==> src/rtl/des_region_sequencer_if.sv <==
// ----------------------------------------------------------------------------
// des_region_sequencer_if
// Purpose : start/valid handshake bundle between the region sequencer
//           (initiator) and a single des_block (target).
// Signals : start          - initiator holds high while a region is running
//           region_select  - region index, stable while start is high
//           counter        - des_block mask-hit count for the region
//           valid          - des_block result ready; falls after start drops
// Modports: master (sequencer side), slave (des_block side)
// ----------------------------------------------------------------------------
interface des_region_sequencer_if #(
    parameter int unsigned REGION_W = 16,
    parameter int unsigned CNT_W    = 48
) ();
    logic                start;
    logic [REGION_W-1:0] region_select;
    logic [CNT_W-1:0]    counter;
    logic                valid;

    modport master (
        output start,
        output region_select,
        input  counter,
        input  valid
    );

    modport slave (
        input  start,
        input  region_select,
        output counter,
        output valid
    );
endinterface

==> src/rtl/des_region_sequencer.sv <==
// ----------------------------------------------------------------------------
// des_region_sequencer
// Purpose : walks an inclusive (possibly wrapping) range of regions, running
//           one des_block job per region over the start/valid handshake.
//           Streams each per-region count and accumulates a grand total.
// Ports   : i_clk, i_rst_n           clock, synchronous active-low reset
//           i_run                    high = sweep, low = abort / return idle
//           i_first_region/_last     range bounds, sampled when leaving idle
//           blk_if (master)          handshake to des_block
//           o_res_valid/_region/_count  one-cycle result pulse + payload
//           o_total                  running sum of captured counts
//           o_regions_done           regions completed in this sweep
//           o_busy, o_done           status
// ----------------------------------------------------------------------------
module des_region_sequencer #(
    parameter int unsigned REGION_W = 16,
    parameter int unsigned CNT_W    = 48,
    parameter int unsigned ACC_W    = 64
) (
    input  logic                  i_clk,
    input  logic                  i_rst_n,
    input  logic                  i_run,
    input  logic [REGION_W-1:0]   i_first_region,
    input  logic [REGION_W-1:0]   i_last_region,
    des_region_sequencer_if.master blk_if,
    output logic                  o_res_valid,
    output logic [REGION_W-1:0]   o_res_region,
    output logic [CNT_W-1:0]      o_res_count,
    output logic [ACC_W-1:0]      o_total,
    output logic [REGION_W:0]     o_regions_done,
    output logic                  o_busy,
    output logic                  o_done
);

    // The accumulator must hold 2^REGION_W maximal counts without overflow.
    if (ACC_W < CNT_W + REGION_W) begin : g_acc_w_check
        $error("ACC_W too small for CNT_W + REGION_W");
    end

    typedef enum logic [2:0] {
        StIdle,
        StLaunch,
        StWaitValid,
        StRelease,
        StDone,
        StAbort
    } state_e;

    state_e              r_state,        w_state_d;
    logic [REGION_W-1:0] r_cur,          w_cur_d;
    logic [REGION_W-1:0] r_last,         w_last_d;
    logic                r_blk_start,    w_blk_start_d;
    logic [REGION_W-1:0] r_blk_sel,      w_blk_sel_d;
    logic                r_res_valid,    w_res_valid_d;
    logic [REGION_W-1:0] r_res_region,   w_res_region_d;
    logic [CNT_W-1:0]    r_res_count,    w_res_count_d;
    logic [ACC_W-1:0]    r_total,        w_total_d;
    logic [REGION_W:0]   r_regions_done, w_regions_done_d;

    always_ff @(posedge i_clk) begin
        if (!i_rst_n) begin
            r_state        <= StIdle;
            r_cur          <= '0;
            r_last         <= '0;
            r_blk_start    <= 1'b0;
            r_blk_sel      <= '0;
            r_res_valid    <= 1'b0;
            r_res_region   <= '0;
            r_res_count    <= '0;
            r_total        <= '0;
            r_regions_done <= '0;
        end else begin
            r_state        <= w_state_d;
            r_cur          <= w_cur_d;
            r_last         <= w_last_d;
            r_blk_start    <= w_blk_start_d;
            r_blk_sel      <= w_blk_sel_d;
            r_res_valid    <= w_res_valid_d;
            r_res_region   <= w_res_region_d;
            r_res_count    <= w_res_count_d;
            r_total        <= w_total_d;
            r_regions_done <= w_regions_done_d;
        end
    end

    always_comb begin
        w_state_d        = r_state;
        w_cur_d          = r_cur;
        w_last_d         = r_last;
        w_blk_start_d    = r_blk_start;
        w_blk_sel_d      = r_blk_sel;
        w_res_valid_d    = 1'b0;
        w_res_region_d   = r_res_region;
        w_res_count_d    = r_res_count;
        w_total_d        = r_total;
        w_regions_done_d = r_regions_done;

        unique case (r_state)
            StIdle: begin
                if (i_run) begin
                    w_cur_d          = i_first_region;
                    w_last_d         = i_last_region;
                    w_total_d        = '0;
                    w_regions_done_d = '0;
                    w_state_d        = StLaunch;
                end
            end
            StLaunch: begin
                if (!i_run) begin
                    w_blk_start_d = 1'b0;
                    w_state_d     = StAbort;
                end else begin
                    // Select and start move together, so select is stable for the whole job.
                    w_blk_sel_d   = r_cur;
                    w_blk_start_d = 1'b1;
                    w_state_d     = StWaitValid;
                end
            end
            StWaitValid: begin
                if (!i_run) begin
                    // Abort beats a coincident valid: nothing is captured.
                    w_blk_start_d = 1'b0;
                    w_state_d     = StAbort;
                end else if (blk_if.valid) begin
                    // Capture while start is still high; des_block clears once it drops.
                    w_res_count_d    = blk_if.counter;
                    w_res_region_d   = r_cur;
                    w_res_valid_d    = 1'b1;
                    w_total_d        = r_total + ACC_W'(blk_if.counter);
                    w_regions_done_d = r_regions_done + (REGION_W + 1)'(1);
                    w_blk_start_d    = 1'b0;
                    w_state_d        = StRelease;
                end
            end
            StRelease: begin
                if (!i_run) begin
                    w_state_d = StAbort;
                end else if (!blk_if.valid) begin
                    if (r_cur == r_last) begin
                        w_state_d = StDone;
                    end else begin
                        // Natural wrap from all-ones back to zero.
                        w_cur_d   = r_cur + REGION_W'(1);
                        w_state_d = StLaunch;
                    end
                end
            end
            StDone: begin
                if (!i_run) begin
                    w_state_d = StIdle;
                end
            end
            StAbort: begin
                if (!blk_if.valid) begin
                    w_state_d = StIdle;
                end
            end
            default: begin
                w_blk_start_d = 1'b0;
                w_state_d     = StIdle;
            end
        endcase
    end

    assign blk_if.start         = r_blk_start;
    assign blk_if.region_select = r_blk_sel;

    assign o_res_valid    = r_res_valid;
    assign o_res_region   = r_res_region;
    assign o_res_count    = r_res_count;
    assign o_total        = r_total;
    assign o_regions_done = r_regions_done;
    assign o_busy         = (r_state != StIdle) && (r_state != StDone);
    assign o_done         = (r_state == StDone);

endmodule

==> src/flat_wrapper.sv <==
// flat-port wrapper written by rule: the top's interface ports become plain ports
module des_region_sequencer_flat 
#(
    parameter int unsigned REGION_W = 16,
    parameter int unsigned CNT_W    = 48,
    parameter int unsigned ACC_W    = 64
)
  (i_clk, i_rst_n, i_run, i_first_region, i_last_region, o_res_valid, o_res_region, o_res_count, o_total, o_regions_done, o_busy, o_done, blk_if_start, blk_if_region_select, blk_if_counter, blk_if_valid);
  des_region_sequencer_if #(.REGION_W(REGION_W), .CNT_W(CNT_W)) blk_if_i ();
  input  logic i_clk;
  input  logic i_rst_n;
  input  logic i_run;
  input  logic [REGION_W-1:0] i_first_region;
  input  logic [REGION_W-1:0] i_last_region;
  output logic o_res_valid;
  output logic [REGION_W-1:0] o_res_region;
  output logic [CNT_W-1:0] o_res_count;
  output logic [ACC_W-1:0] o_total;
  output logic [REGION_W:0] o_regions_done;
  output logic o_busy;
  output logic o_done;
  output wire logic [$bits(blk_if_i.start)-1:0] blk_if_start;
  output wire logic [$bits(blk_if_i.region_select)-1:0] blk_if_region_select;
  input wire logic [$bits(blk_if_i.counter)-1:0] blk_if_counter;
  input wire logic [$bits(blk_if_i.valid)-1:0] blk_if_valid;
  assign blk_if_start = blk_if_i.start;
  assign blk_if_region_select = blk_if_i.region_select;
  assign blk_if_i.counter = blk_if_counter;
  assign blk_if_i.valid = blk_if_valid;
  des_region_sequencer #(.REGION_W(REGION_W), .CNT_W(CNT_W), .ACC_W(ACC_W)) u_core (.i_clk(i_clk), .i_rst_n(i_rst_n), .i_run(i_run), .i_first_region(i_first_region), .i_last_region(i_last_region), .blk_if(blk_if_i), .o_res_valid(o_res_valid), .o_res_region(o_res_region), .o_res_count(o_res_count), .o_total(o_total), .o_regions_done(o_regions_done), .o_busy(o_busy), .o_done(o_done));
endmodule
==> config.mk <==
export PLATFORM = sky130hd
export DESIGN_NAME = des_region_sequencer_flat
export DESIGN_NICKNAME = d
export VERILOG_FILES = /design/src/rtl/des_region_sequencer_if.sv /design/src/rtl/des_region_sequencer.sv /design/src/flat_wrapper.sv
export SDC_FILE = /design/constraint.sdc
export NUM_CORES = 1
export LEC_CHECK = 0
export CORE_MARGIN = 3
export CORE_UTILIZATION = 65
export DETAILED_ROUTE_END_ITERATION = 16
export DONT_BUFFER_PORTS = 1
export PLACE_DENSITY = 0.82
export SLEW_MARGIN = 30
export SYNTH_ARGS = -nofsm -noshare
export SYNTH_HDL_FRONTEND = slang
export SYNTH_SLANG_ARGS = --single-unit
==> constraint.sdc <==
create_clock -name i_clk -period 5 [get_ports i_clk]
set_input_delay 1 -clock i_clk [delete_from_list [all_inputs] [get_ports i_clk]]
set_output_delay 1 -clock i_clk [all_outputs]
set_load 0.05 [all_outputs]
Yosys cells after proc, flatten, opt, wreduce, memory -nomap -nowiden
Index checks and enable logic that the tools add are counted.
- register bits: 198
- word-level logic and storage cells: 73
- output and inout bits: 165
- add/subtract/negate cells: 3
- reductions and logical operators: 14
- equality and inequality tests: 17
- multiplexer cells: 28
- bitwise logic cells: 1
- operators with widths (kind ; count):
    $mux 64 ; 3
    $pmux 64 s2 ; 1
    $add 64x48->64 ; 1
    $mux 16 ; 4
    $mux 17 ; 3
    $pmux 17 s2 ; 1
    $pmux 16 s2 ; 1
    $mux 3 ; 9
    $pmux 3 s6 ; 1
    $add 17x1->17 const B ; 1
    $add 16x1->16 const B ; 1
    $eq 16x16->1 ; 1
    $ne 2x2->1 const B ; 8
    $reduce_and 5->1 ; 2
    $ne 3x3->1 const B ; 3
    $eq 3x2->1 const B ; 2
    $eq 3x3->1 const B ; 2
    $reduce_and 2->1 ; 3
    $reduce_and 3->1 ; 2
    $mux 1 ; 4
    $reduce_and 4->1 ; 1
    $reduce_bool 2->1 ; 2
    $reduce_or 4->1 ; 1
    $eq 3x1->1 const B ; 1
    other kinds (5) ; 5

Longest topological paths before layout
- depth after elaboration: 5
- depth in mapped cells: 12

Worst setup path before layout
No wires, ideal clock.
- path type: input port to flip-flop
- from: input blk_if_counter[0]
- to: register u_core.r_total[54], in the netlist u_core.o_total[54]
- cell stages on the path: 12
- path slack: 1.326 ns
- buffers on the path: 0
- setup time: 0.124 ns
- data required time: 4.876 ns
- data arrival time: 3.550 ns
- path through: ha_1 -> inv_1 -> fa_1 -> and2b_2 -> o2111ai_2 -> a2111o_1 -> a211oi_2 -> nor2_2 -> o31a_4 -> nor4b_2 -> xnor2_1 -> nor2_1
- longest elaborated chain between the ends: 4
- RTL lines (element ; RTL line ; RTL):
    from (decl) ; flat_wrapper.sv:24 ; input wire logic [$bits(blk_if_i.counter)-1:0] blk_if_counter;
    $add 64x48->64 ; des_region_sequencer.sv:129 ; w_total_d = r_total + ACC_W'(blk_if.counter);
    $mux 64 ; des_region_sequencer.sv:124 ; end else if (blk_if.valid) begin
    $mux 64 ; des_region_sequencer.sv:120 ; if (!i_run) begin
    $pmux 64 s2 ; des_region_sequencer.sv:98 ; unique case (r_state)
    to (signal assigned) ; des_region_sequencer.sv:81 ; r_total <= w_total_d;
    to (decl) ; des_region_sequencer.sv:57 ; logic [ACC_W-1:0] r_total, w_total_d;
Every way passes these cells. The select of a mux whose other input is x is not followed.
A chain may end at the register's enable or synchronous reset.

Worst setup path in the final report
- from: register u_core.r_total[0], in the netlist u_core.o_total[0]
- to: register u_core.r_total[54], in the netlist u_core.o_total[54]
- longest elaborated chain between the ends: 4
- RTL lines (element ; RTL line):
    $add 64x48->64 ; des_region_sequencer.sv:129
    $mux 64 ; des_region_sequencer.sv:124
    $mux 64 ; des_region_sequencer.sv:120
    $pmux 64 s2 ; des_region_sequencer.sv:98
Every way passes these cells. The select of a mux whose other input is x is not followed.

==> results.cfg <==
[cts]
cts_buffers = 17
hold_buffers = 0
postCtsSetupRepairBufs = 0
insertion_delay_ns = 0.44
clock_sinks = 198
cts_root_buf = clkbuf_16
clock_path_buffers = 2
cts_tree = yes
clk_pin_slew_ns = 0.07
cts_resized = 0
htree_levels = 4

[sta]
period_share_pct = 76.9
rsz0062_at_grt = false
skew_ns = 0.0101
hold_viol_final = 0
post-route-min-period_ns = 3.84
setup_tns_ns = 0
max_slew_margin_pct = 38.9
final-setup-viol-count = 0
worst_slew_pin_slew_ns = 0.916
max_freq_mhz = 260
finalMaxSlewViolations = 0

[finish]
antenna_cells = 0
fin_cells = 1548
nets = 1455
synthToLayoutAreaGrowth_pct = 5.25
drive_above_1_share_pct = 4.88

[die]
rows = 46
io_pins = 249
die_y_um = 135
core_area_um2 = 16100
start_util_pct = 67.4
die_x_um = 135
dieArea_um2 = 18300

[logic_synthesis]
synth_async_sr_flop_share_pct = 0
synth_compound_area_share_pct = 23.2
yosysWarnings = 0
ys_seq_area_share_pct = 36.5
synthMuxAreaShare_pct = 0.184
mappedNetlistArea_um2 = 10900
synth-xor-area-share_pct = 6.45
synth-seq-cells = 198
synth_top_family_by_area = simple AND/OR/NAND/NOR gates
yosysUniqueCellTypes = 71
yosys-top-cells-area = dfxtp_1 (36%), nand2_1 (11%), a21boi_0 (6.8%), ha_1 (5.8%), xor2_1 (3.9%)
syn_inst = 1382
synth_edf_count = 0
synth_simple_gate_area_share_pct = 23.5
synthFlopType = dfxtp_1
synth_top_area_share_pct = 36.5
synth-adder-area-share_pct = 5.94
synthesis.nets = 1517
synth.avg_cell_area_um2 = 7.86
synth_top_cell_by_area = dfxtp_1

[global_routing]
overflow = 0
grt_use_total_pct = 30.4
grt_max_degree = 148
antenna_found_initial = 0
grt_pass1_wl_um = 45500
grt_pass1_vias = 9012

[worst_setup_path]
rr_worst_depth = 12
critical_path_arrival_ns = 4.16
crit_chain = ha_1 -> inv_1 -> fa_1 -> and2b_2 -> o2111ai_2 -> a2111o_1 -> a211oi_2 -> nor2_2 -> o31a_4 -> nor4b_2 -> xnor2_1 -> nor2_1
rrSetupSlack_ns = 1.16
cp_slowest_stage_delay_ns = 0.75
r2r_end = u_core.o_total[54]
start_kind = flop
reg2reg_from = u_core.o_total[0]
critical_path.top_delay_family = compound AO/OA/AOI/OAI gates
path_buf_inv = 1
crit_required_ns = 5.31
worstPathMaxFanout = 8
slowest_stage = dfxtp_1
end_kind = flop
crit_type = flop to flop

[pwr]
ir_drop_uv = 265
power_density_nw_per_um2 = 310
p_total_mw = 3.54
power.leakage_nw = 4.27

[outcome]
status = completed

[min_path]
hp-class = flop to flop
hold_start = u_core.r_last[9]
worst_hold_path.endpoint = u_core.r_last[9]
whs_path_depth = 2

[routing]
first_pass_iters = 6
drc_errors = 0
drt.antenna.violating_nets = 0
wl_per_cell_um = 18.5
drt_iter0_drc = 813
dr_total_vias = 9619
wirelength_um = 28600
via_per_inst = 6.21

[flow_run]
max_cap_viol_count = 0

[placement]
gp_congestion = 0.945
dp_cells = 1516
io_buffers = 0
dpl.hpwl_um = 20200
## placed cells by master, fill, tap and decap left out, types with 9 or more instances in the layout
| cell | count |
|---|---|
| xor2_1 | 49 |
| xnor2_1 | 31 |
| inv_1 | 21 |
| ha_1 | 50 |
| nand3_1 | 24 |
| dfxtp_1 | 198 |
| a22oi_1 | 28 |
| nor4_1 | 9 |
| o21ai_0 | 64 |
| clkbuf_16 | 17 |
| nand4_1 | 26 |
| a21oi_1 | 84 |
| a21o_1 | 14 |
| nor3_1 | 13 |
| o211ai_1 | 10 |
| and2_1 | 17 |
| and3_1 | 18 |
| a21boi_0 | 99 |
| nor2b_1 | 28 |
| or3_1 | 10 |
| a31oi_1 | 9 |
| nor2_1 | 82 |
| nand2_1 | 310 |
## where the power goes
part | internal [mW] | leakage (nW) | switching [mW]
Combinational | 0.146 | 2.38 | 0.255
Sequential | 1.62 | 1.60 | 0.120
Clock | 0.752 | 0.289 | 0.651
Total | 2.52 | 4.27 | 1.03
## registers in the layout (all words and copies together) (netlist names)
name / flops
u_core.o_regions_done: 17
u_core.o_res_region: 16
u_core.r_state: 3
u_core.blk_if.start: 1
u_core.o_res_valid: 1
u_core.r_last: 16
u_core.o_res_count: 48
u_core.r_cur: 16
u_core.o_total: 64
u_core.blk_if.region_select: 16
## Yosys cell counts, types with 3 or more instances
cell type and count:
inv_1 21, nand2_1 310, clkbuf_2 3, xnor2_1 31, o21ai_0 64, a31oi_1 9, buf_1 6, a211oi_1 5
ha_1 50, nor2_1 84, and2_1 17, nand3_1 26, a41oi_1 4, o221ai_1 3, nor4_1 10, o21bai_1 5
o31ai_1 7, o21a_1 8, xor2_1 49, nand2b_1 8, nor3b_1 3, nand4_1 26, dfxtp_1 198, and3_1 18
nor3_1 13, o21ai_1 4, or3_1 10, o221a_2 6, a21boi_0 99, nor2b_1 28, o211ai_1 10, a22oi_1 28
buf_2 10, a21o_1 14, a21oi_1 84, clkbuf_1 64
## metal layers
| metal | GRT usage, % | share of wire, % | vias to the layer above |
|---|---|---|---|
| li1 | - | - | 4678 |
| met1 | 38.9 | 42 | 4494 |
| met2 | 49.8 | 46 | 405 |
| met3 | 9.29 | 9.5 | 42 |
| met4 | 8.79 | 2.0 | 0 |
| met5 | 0 | 0 | - |
## tightest hold or removal path: cells and delay by family (launching register included)
kind | cells | cell delay (ns)
AO/OA/AOI/OAI | 1 | 0.06
flip-flops | 1 | 0.32
AND/OR/NAND/NOR | 1 | 0.05
## area by class of cell
cell class / instances / area (um2)
multi-input combinational: 1074 / 6460
fill: 1305 / 4680
inverter: 22 / 82.6
clock inverter: 14 / 170
timing repair buffer: 7 / 65.1
clock buffer: 17 / 425
tap: 216 / 270
sequential: 198 / 3960
## per-stage QoR
step	setup slack [ns]	cell area (um2)	hold WS [ns]	util, %
after floorplan	1.33	10900	0.455	-
after global placement	1.09	10800	0.463	67.1
after detailed placement	1.06	10800	0.473	67.2
after CTS	1.15	11400	0.485	70.9
after global routing	0.956	11400	0.497	71.0
final	1.16	11400	0.480	71.0
## worst max-delay path by stage
stage | start | to | slack (ns) | depth (start not counted)
after floorplan | blk_if_counter[0] | u_core.o_total[54] | 1.33 | 12
after global placement | blk_if_counter[0] | u_core.o_total[52] | 1.09 | 12
after global routing | u_core.o_total[0] | u_core.o_total[52] | 0.96 | 12
final | u_core.o_total[0] | u_core.o_total[54] | 1.16 | 12
after detailed placement | blk_if_counter[0] | u_core.o_total[54] | 1.06 | 12
after CTS | u_core.o_total[0] | u_core.o_total[54] | 1.15 | 12
## cell families (layout without fill, tap and decap cells)
family | count (synthesis) | after routing
flip-flops | 198 | 198
multiplexers | 2 | 2
XOR/XNOR | 80 | 80
AND/OR/NAND/NOR | 567 | 567
AO/OA/AOI/OAI | 374 | 374
adder cells (fa/ha/maj) | 51 | 51
buffers and inverters | 110 | 60
Power figures use the tool's default switching activity.
